<file path="config.mk">
export PLATFORM = sky130hd
export DESIGN_NAME = brick_field
export DESIGN_NICKNAME = d
export VERILOG_FILES = /design/src/rtl/brick_pkg.sv /design/src/rtl/brick_pixel_map.sv /design/src/rtl/brick_field.sv
export SDC_FILE = /design/constraint.sdc
export NUM_CORES = 1
export LEC_CHECK = 0
export CAP_MARGIN = 5
export CORE_MARGIN = 10
export CORE_UTILIZATION = 59
export CTS_CLUSTER_SIZE = 8
export DETAILED_ROUTE_END_ITERATION = 8
export HOLD_SLACK_MARGIN = 0.05
export PLACE_DENSITY = 0.88
export REMOVE_ABC_BUFFERS = 1
export SYNTH_ARGS = -nofsm -noshare
export SYNTH_HDL_FRONTEND = slang
export SYNTH_SLANG_ARGS = --single-unit
</file>
<file path="constraint.sdc">
create_clock -name clk -period 3.25 [get_ports clk]
set_clock_uncertainty 0.2 [all_clocks]
set_input_delay 0.65 -clock clk [delete_from_list [all_inputs] [get_ports clk]]
set_output_delay 0.65 -clock clk [all_outputs]
set_load 0.02 [all_outputs]
</file>
<file path="src/rtl/brick_pkg.sv">
// ============================================================================
// Module   : brick_pkg
// Brief    : Shared state encoding and width helpers for the brick field.
// Revision : 1.0
// ============================================================================
`default_nettype none

package brick_pkg;

  typedef enum logic [1:0] {
    ST_RESET   = 2'd0,
    ST_LOAD    = 2'd1,
    ST_RUN     = 2'd2,
    ST_CLEARED = 2'd3
  } state_e;

  localparam int C_DEF_ROWS         = 4;
  localparam int C_DEF_COLS         = 8;
  localparam int C_DEF_HP_W         = 2;
  localparam int C_DEF_BRICK_W_LOG2 = 6;
  localparam int C_DEF_BRICK_H_LOG2 = 4;
  localparam int C_DEF_TOP          = 40;

  // Index width that stays at least one bit wide for degenerate sizes.
  function automatic int idx_w(input int n);
    return (n <= 1) ? 1 : $clog2(n);
  endfunction

  function automatic int cnt_w(input int n);
    return (n < 1) ? 1 : $clog2(n + 1);
  endfunction

endpackage

`default_nettype wire

</file>
<file path="src/rtl/brick_pixel_map.sv">
// ============================================================================
// Module   : brick_pixel_map
// Brief    : Pixel (x,y) to brick {in_region, row, col, mortar} decode.
// Revision : 1.0
// ============================================================================
`default_nettype none

module brick_pixel_map
  import brick_pkg::*;
#(
  parameter int ROWS         = C_DEF_ROWS,
  parameter int COLS         = C_DEF_COLS,
  parameter int BRICK_W_LOG2 = C_DEF_BRICK_W_LOG2,
  parameter int BRICK_H_LOG2 = C_DEF_BRICK_H_LOG2,
  parameter int TOP          = C_DEF_TOP
) (
  input  logic [9:0]                x_i,
  input  logic [9:0]                y_i,
  output logic                      in_region_o,
  output logic [idx_w(ROWS)-1:0]    row_o,
  output logic [idx_w(COLS)-1:0]    col_o,
  output logic                      mortar_o
);

  localparam int         C_ROW_W   = idx_w(ROWS);
  localparam int         C_COL_W   = idx_w(COLS);
  localparam logic [10:0] C_FIELD_W = 11'(COLS << BRICK_W_LOG2);
  localparam logic [10:0] C_FIELD_H = 11'(ROWS << BRICK_H_LOG2);
  localparam logic [10:0] C_TOP11   = 11'(TOP);
  localparam logic [9:0]  C_TOP10   = 10'(TOP);

  logic [9:0] w_dy;
  logic       w_in_x;
  logic       w_in_y;

  assign w_dy   = y_i - C_TOP10;
  assign w_in_x = ({1'b0, x_i} < C_FIELD_W);
  // Checking y >= TOP first keeps the wrapped dy of rows above the field out.
  assign w_in_y = ({1'b0, y_i} >= C_TOP11) && ({1'b0, w_dy} < C_FIELD_H);

  assign in_region_o = w_in_x && w_in_y;
  assign col_o       = x_i[BRICK_W_LOG2 +: C_COL_W];
  assign row_o       = w_dy[BRICK_H_LOG2 +: C_ROW_W];
  assign mortar_o    = (&x_i[BRICK_W_LOG2-1:0]) | (&w_dy[BRICK_H_LOG2-1:0]);

endmodule

`default_nettype wire

</file>
<file path="src/rtl/brick_field.sv">
// ============================================================================
// Module   : brick_field
// Brief    : ROWS x COLS multi-hit brick field with hit handshake, live count
//            and registered per-pixel query. Optional macro ROW_HP_EN loads
//            row-graded hit points instead of INIT_HP.
// Revision : 1.0
// ============================================================================
`default_nettype none

module brick_field
  import brick_pkg::*;
#(
  parameter int ROWS         = C_DEF_ROWS,
  parameter int COLS         = C_DEF_COLS,
  parameter int HP_W         = C_DEF_HP_W,
  parameter int INIT_HP      = 1,
  parameter int BRICK_W_LOG2 = C_DEF_BRICK_W_LOG2,
  parameter int BRICK_H_LOG2 = C_DEF_BRICK_H_LOG2,
  parameter int TOP          = C_DEF_TOP
) (
  input  logic                          clk,
  input  logic                          reset,
  input  logic                          level_load,
  input  logic                          hit_valid,
  input  logic [idx_w(ROWS)-1:0]        hit_row,
  input  logic [idx_w(COLS)-1:0]        hit_col,
  output logic                          hit_ready,
  output logic                          hit_destroyed,
  input  logic [9:0]                    x_pos,
  input  logic [9:0]                    y_pos,
  output logic                          pix_brick,
  output logic [HP_W-1:0]               pix_hp,
  output logic [cnt_w(ROWS*COLS)-1:0]   bricks_left,
  output logic                          level_clear,
  output logic                          busy
);

  localparam int C_NUM   = ROWS * COLS;
  localparam int C_ROW_W = idx_w(ROWS);
  localparam int C_COL_W = idx_w(COLS);
  localparam int C_IDX_W = idx_w(C_NUM);
  localparam int C_CNT_W = cnt_w(C_NUM);
  localparam int C_HP_MAX = (1 << HP_W) - 1;

  state_e               state_q, state_d;
  logic [C_ROW_W-1:0]   load_row_q, load_row_d;
  logic [C_COL_W-1:0]   load_col_q, load_col_d;
  logic [C_CNT_W-1:0]   left_q, left_d;
  logic                 destroyed_q, destroyed_d;
  logic                 clear_q, clear_d;
  logic                 pix_brick_q;
  logic [HP_W-1:0]      pix_hp_q;
  logic [HP_W-1:0]      hp_q [C_NUM];

  logic                 w_hp_we;
  logic [C_IDX_W-1:0]   w_hp_widx;
  logic [HP_W-1:0]      w_hp_wdata;

  logic                 w_hit_in_range;
  logic [C_IDX_W-1:0]   w_hit_idx;
  logic [HP_W-1:0]      w_hit_hp;
  logic                 w_hit_live;
  logic [C_IDX_W-1:0]   w_load_idx;
  logic [HP_W-1:0]      w_load_hp;

  logic                 w_pix_in_region;
  logic [C_ROW_W-1:0]   w_pix_row;
  logic [C_COL_W-1:0]   w_pix_col;
  logic                 w_pix_mortar;
  logic [C_IDX_W-1:0]   w_pix_idx;
  logic [HP_W-1:0]      w_pix_hp;
  logic                 w_pix_on;

  // Hit decode; out-of-range requests are steered to index 0 and masked.
  assign w_hit_in_range = (32'(hit_row) < 32'(ROWS)) && (32'(hit_col) < 32'(COLS));
  assign w_hit_idx      = w_hit_in_range
                          ? C_IDX_W'(32'(hit_row) * 32'(COLS) + 32'(hit_col))
                          : '0;
  assign w_hit_hp       = hp_q[w_hit_idx];
  assign w_hit_live     = w_hit_in_range && (w_hit_hp != '0);

  assign w_load_idx = C_IDX_W'(32'(load_row_q) * 32'(COLS) + 32'(load_col_q));

`ifdef ROW_HP_EN
  logic [31:0] w_rows_left;
  assign w_rows_left = 32'(ROWS) - 32'(load_row_q);
  assign w_load_hp   = (w_rows_left > 32'(C_HP_MAX)) ? HP_W'(C_HP_MAX)
                                                     : w_rows_left[HP_W-1:0];
`else
  assign w_load_hp = HP_W'(INIT_HP);
`endif

  always_comb begin
    state_d     = state_q;
    load_row_d  = load_row_q;
    load_col_d  = load_col_q;
    left_d      = left_q;
    destroyed_d = 1'b0;
    clear_d     = 1'b0;
    w_hp_we     = 1'b0;
    w_hp_widx   = w_hit_idx;
    w_hp_wdata  = w_hit_hp - HP_W'(1);

    case (state_q)
      ST_RESET: begin
        state_d    = ST_LOAD;
        load_row_d = '0;
        load_col_d = '0;
        left_d     = '0;
      end
      ST_LOAD: begin
        w_hp_we    = 1'b1;
        w_hp_widx  = w_load_idx;
        w_hp_wdata = w_load_hp;
        left_d     = left_q + C_CNT_W'(1);
        if (load_col_q == C_COL_W'(COLS - 1)) begin
          load_col_d = '0;
          if (load_row_q == C_ROW_W'(ROWS - 1)) begin
            load_row_d = '0;
            state_d    = ST_RUN;
          end else begin
            load_row_d = load_row_q + C_ROW_W'(1);
          end
        end else begin
          load_col_d = load_col_q + C_COL_W'(1);
        end
      end
      ST_RUN: begin
        // A reload request beats any hit presented in the same cycle.
        if (level_load) begin
          state_d    = ST_LOAD;
          load_row_d = '0;
          load_col_d = '0;
          left_d     = '0;
        end else if (hit_valid && w_hit_live) begin
          w_hp_we = 1'b1;
          if (w_hit_hp == HP_W'(1)) begin
            destroyed_d = 1'b1;
            left_d      = left_q - C_CNT_W'(1);
            if (left_q == C_CNT_W'(1)) begin
              clear_d = 1'b1;
              state_d = ST_CLEARED;
            end
          end
        end
      end
      ST_CLEARED: begin
        if (level_load) begin
          state_d    = ST_LOAD;
          load_row_d = '0;
          load_col_d = '0;
          left_d     = '0;
        end
      end
      default: state_d = ST_RESET;
    endcase
  end

  always_ff @(posedge clk or negedge reset) begin
    if (!reset) begin
      state_q     <= ST_RESET;
      load_row_q  <= '0;
      load_col_q  <= '0;
      left_q      <= '0;
      destroyed_q <= 1'b0;
      clear_q     <= 1'b0;
    end else begin
      state_q     <= state_d;
      load_row_q  <= load_row_d;
      load_col_q  <= load_col_d;
      left_q      <= left_d;
      destroyed_q <= destroyed_d;
      clear_q     <= clear_d;
    end
  end

  always_ff @(posedge clk or negedge reset) begin
    if (!reset) begin
      for (int i = 0; i < C_NUM; i++) begin
        hp_q[i] <= '0;
      end
    end else if (w_hp_we) begin
      hp_q[w_hp_widx] <= w_hp_wdata;
    end
  end

  brick_pixel_map #(
    .ROWS         (ROWS),
    .COLS         (COLS),
    .BRICK_W_LOG2 (BRICK_W_LOG2),
    .BRICK_H_LOG2 (BRICK_H_LOG2),
    .TOP          (TOP)
  ) u_pixel_map (
    .x_i         (x_pos),
    .y_i         (y_pos),
    .in_region_o (w_pix_in_region),
    .row_o       (w_pix_row),
    .col_o       (w_pix_col),
    .mortar_o    (w_pix_mortar)
  );

  // The query sees HP as held in the array at the sampling edge, no bypass.
  assign w_pix_idx = w_pix_in_region
                     ? C_IDX_W'(32'(w_pix_row) * 32'(COLS) + 32'(w_pix_col))
                     : '0;
  assign w_pix_hp  = hp_q[w_pix_idx];
  assign w_pix_on  = w_pix_in_region && !w_pix_mortar && (w_pix_hp != '0);

  always_ff @(posedge clk or negedge reset) begin
    if (!reset) begin
      pix_brick_q <= 1'b0;
      pix_hp_q    <= '0;
    end else begin
      pix_brick_q <= w_pix_on;
      pix_hp_q    <= w_pix_on ? w_pix_hp : '0;
    end
  end

  assign hit_ready     = (state_q == ST_RUN);
  assign busy          = (state_q == ST_RESET) || (state_q == ST_LOAD);
  assign hit_destroyed = destroyed_q;
  assign level_clear   = clear_q;
  assign bricks_left   = left_q;
  assign pix_brick     = pix_brick_q;
  assign pix_hp        = pix_hp_q;

endmodule

`default_nettype wire
</file>
==> results.md <==
- Yosys top cell area share: 0.409
- Fin Hold WS: 0.245 ns
- PwrDens: 815 nW/µm²
- Min Clock Period, post-route: 3.34 ns
- Die width: 112 µm
- Pwr Total: 5.11 mW
- Critical Path End Type: flop
- Io pins: 42
- Outcome: finished with violations
- Async SR Flop Fraction: 1.00
- CTS Hold Buffers Added: 0
- EDFF count, synth: 0
- R2R setup slack: -0.06 ns
- Fin worst setup slack: -0.0937 ns
- Final Max Tran Viols: 0
- Vias per inst: 7.48
- Synth Cell Area: 5020 µm²
- Area post-placement: 5740 µm²
- Htree depth: 3
- Final hold violation count: 0
- Critical path class: in2reg
- Reg2Reg Capture Point: hp_q[26]
- Vias: 4,609
- Register bit total from synthesis: 82
- Post-Synth Simple-Gate Area: 0.112
- Setup violators final: 47
- Synth Warn #: 0
- Post-route ant nets: 0
- Seq/Total Area, Yosys: 0.409
- Worst slew margin: 0.301
- Core ar.: 8260 µm²
- CP Max Fanout: 8
- Iter 0 DRT Violations: 724
- Largest net degree at the start of global routing: 83
- Post-synthesis mux area share: 0.304
- DR WL/cell: 28.8 µm
- Compound-Gate Fraction of Synth Area: 0.0938
- Skew-Pair Late Insertion Delay: 0.38 ns
- Cts bufs inserted: 9
- Port Buffers: 41
- Vias in the first global route: 4,467
- Fin crit share: 1.03
- Failing checks: setup timing
- Cell Count, Final, Fillers Out: 616
- Combinational family with the most area after synthesis: multiplexers
- Cells after DPL: 594
- DP Wirelength: 9940 µm
- Die H: 112 µm
- Yosys top cell by area: dfrtp_1
- Critical R2R Launch: hp_q[17]
- DRC: 0
- Ratio of cells with drive above 1 in the final layout: 0.366
- Num Clock Sinks: 82
- Post-synth top flop: dfrtp_1
- Routed Wire Length: 17,700 µm
- Clock root cell: clkbuf_8
- Synth Area in Adders: 0.0349
- Hold Path Class: in2async
- Gp weighted congestion: 0.894
- Layout Nets: 549
- Setup Total Neg Slack: -1.69 ns
- Worst setup SP type: input pin
- CP required: 3.31 ns
- Crit path DAT: 3.41 ns
- Post-route cell area: 6270 µm²
- Full die area: 12,600 µm²
- Area Overhead vs Synth: 25.1%
- First drt pass iteration count: 9
- Clk buf depth: 2
- Clk slew on worst S/H paths: 0.10 ns
- Diode count: 0
- Worst vdd ir: 0.427 mV
- R2R depth: 11
- Top cells by count, synth: 82 x dfrtp_1, 60 x mux2_2, 45 x nor2_1
- Maximum clock frequency: 299 MHz
- Syn Inst Count: 441
- Syn avg cell area: 11.4 µm²
- RSZ-0062 raised after global routing: yes
- Most frequent cell after synthesis: dfrtp_1
- Initial core utilization: 0.607
- Yosys cell types: 60
- Number of max-cap violations: 0
- Top post-synthesis cells by area: dfrtp_1 41%, mux2_2 13%, mux4_2 13%
- TritonCTS clock tree: built
- Cell row count: 33
- Initial antenna violation count: 0
- First-pass GRT wire length: 25,800 µm
- Gr ovfl total: 0
- Static Leak: 2.70 nW
- Synth Area in XOR/XNOR: 0.0105
- GRT Resource Usage Total: 0.258
- Least-Margin Pin Slew: 1.05 ns
[per-layer routing]
| metal | track usage | vias to the layer above | wire [µm] |
|---|---|---|---|
| met4 | 0.135 | 0 | 1570 |
| li1 | - | 1767 | - |
| met5 | 0 | - | 0 |
| met1 | 0.312 | 2192 | 5870 |
| met3 | 0.0777 | 162 | 2330 |
| met2 | 0.408 | 488 | 7950 |
[report_power, final]
group | internal [mW] | switching, mW
clock network | 0.372 | 0.462
logic | 1.14 | 1.32
registers | 1.38 | 0.443
[stage by stage]
step | utilization | setup slack, ns
CTS | 0.739 | 0.0117
floorplan | - | -0.0930
detailed placement | 0.695 | -0.983
global route | 0.760 | -0.0975
finish | 0.760 | -0.0937
global placement | 0.695 | -0.803
[placed cells by master (no fill, tap or decap), types with 4 or more instances in the layout]
cell,netlist,layout
inv_1,17,17
o21ai_0,16,11
clkdlybuf4s50_1,0,37
dfrtp_1,82,82
nor2_1,45,24
nand2_2,1,4
a22oi_1,4,4
nand2b_1,4,4
mux2i_1,13,11
nor2_2,0,13
nor2_4,0,8
nor2b_1,5,4
nand4_1,4,4
mux2_4,0,7
clkbuf_8,0,9
nor3_1,4,4
mux2_2,60,56
ha_1,14,12
buf_12,0,8
and3_1,5,5
a21oi_1,8,7
a22o_1,4,4
buf_4,3,23
mux4_2,29,29
nand2_1,39,35
nand3_1,8,8
[repair_timing]
action	CTS	global route
pin swaps	2	9
gates resized for setup	32	55
gates cloned	4	0
setup buffers	1	1
setup endpoints to repair	73	72
[critical path, stage by stage]
cell	delay, ns
buf_12	0.11
buf_12	0.14
mux4_2	0.56
mux4_2	0.56
mux2i_4	0.20
ha_2	0.23
nor2b_2	0.05
nand2_1	0.08
a21boi_2	0.09
o21ai_1	0.13
buf_6	0.21
nor2_4	0.06
mux2_4	0.34
[layout make-up]
class | instances | area (µm²)
inverters | 19 | 76.3
well taps | 105 | 131
repair buffers | 76 | 833
multi-input cells | 318 | 2970
clock buffers | 9 | 124
flip-flops and latches | 82 | 2050
fillers | 454 | 1980
clock inverters | 7 | 86.3
[cells by family after synthesis]
| family | after synthesis |
|---|---|
| AND/OR/NAND/NOR | 124 |
| multiplexers | 108 |
| flip-flops | 82 |
| AO/OA/AOI/OAI | 66 |
| buffers and inverters | 41 |
| adder cells (fa/ha/maj) | 14 |
| XOR/XNOR | 6 |
[worst max path at each step]
stage,start,endpoint,slack [ns],cells after the start
3_3_place_gp,hit_col[0],hp_q[12],-0.80,12
6_report,hit_col[0],hp_q[26],-0.09,13
5_1_grt,hp_q[17],state_q[1],-0.1,10
4_1_cts,hit_col[0],bricks_left[4],0.01,14
2_1_floorplan,hit_col[0],hp_q[11],-0.09,6
3_5_place_dp,hit_col[0],hp_q[60],-0.98,12
[state kept, by name (all words and copies together), names as in the netlist]
signal,flops
bricks_left,6
hit_destroyed,1
hp_q,64
level_clear,1
load_col_q,3
load_row_q,2
pix_brick,1
pix_hp,2
state_q,2
Note: power is estimated with default switching activity, not from simulation.
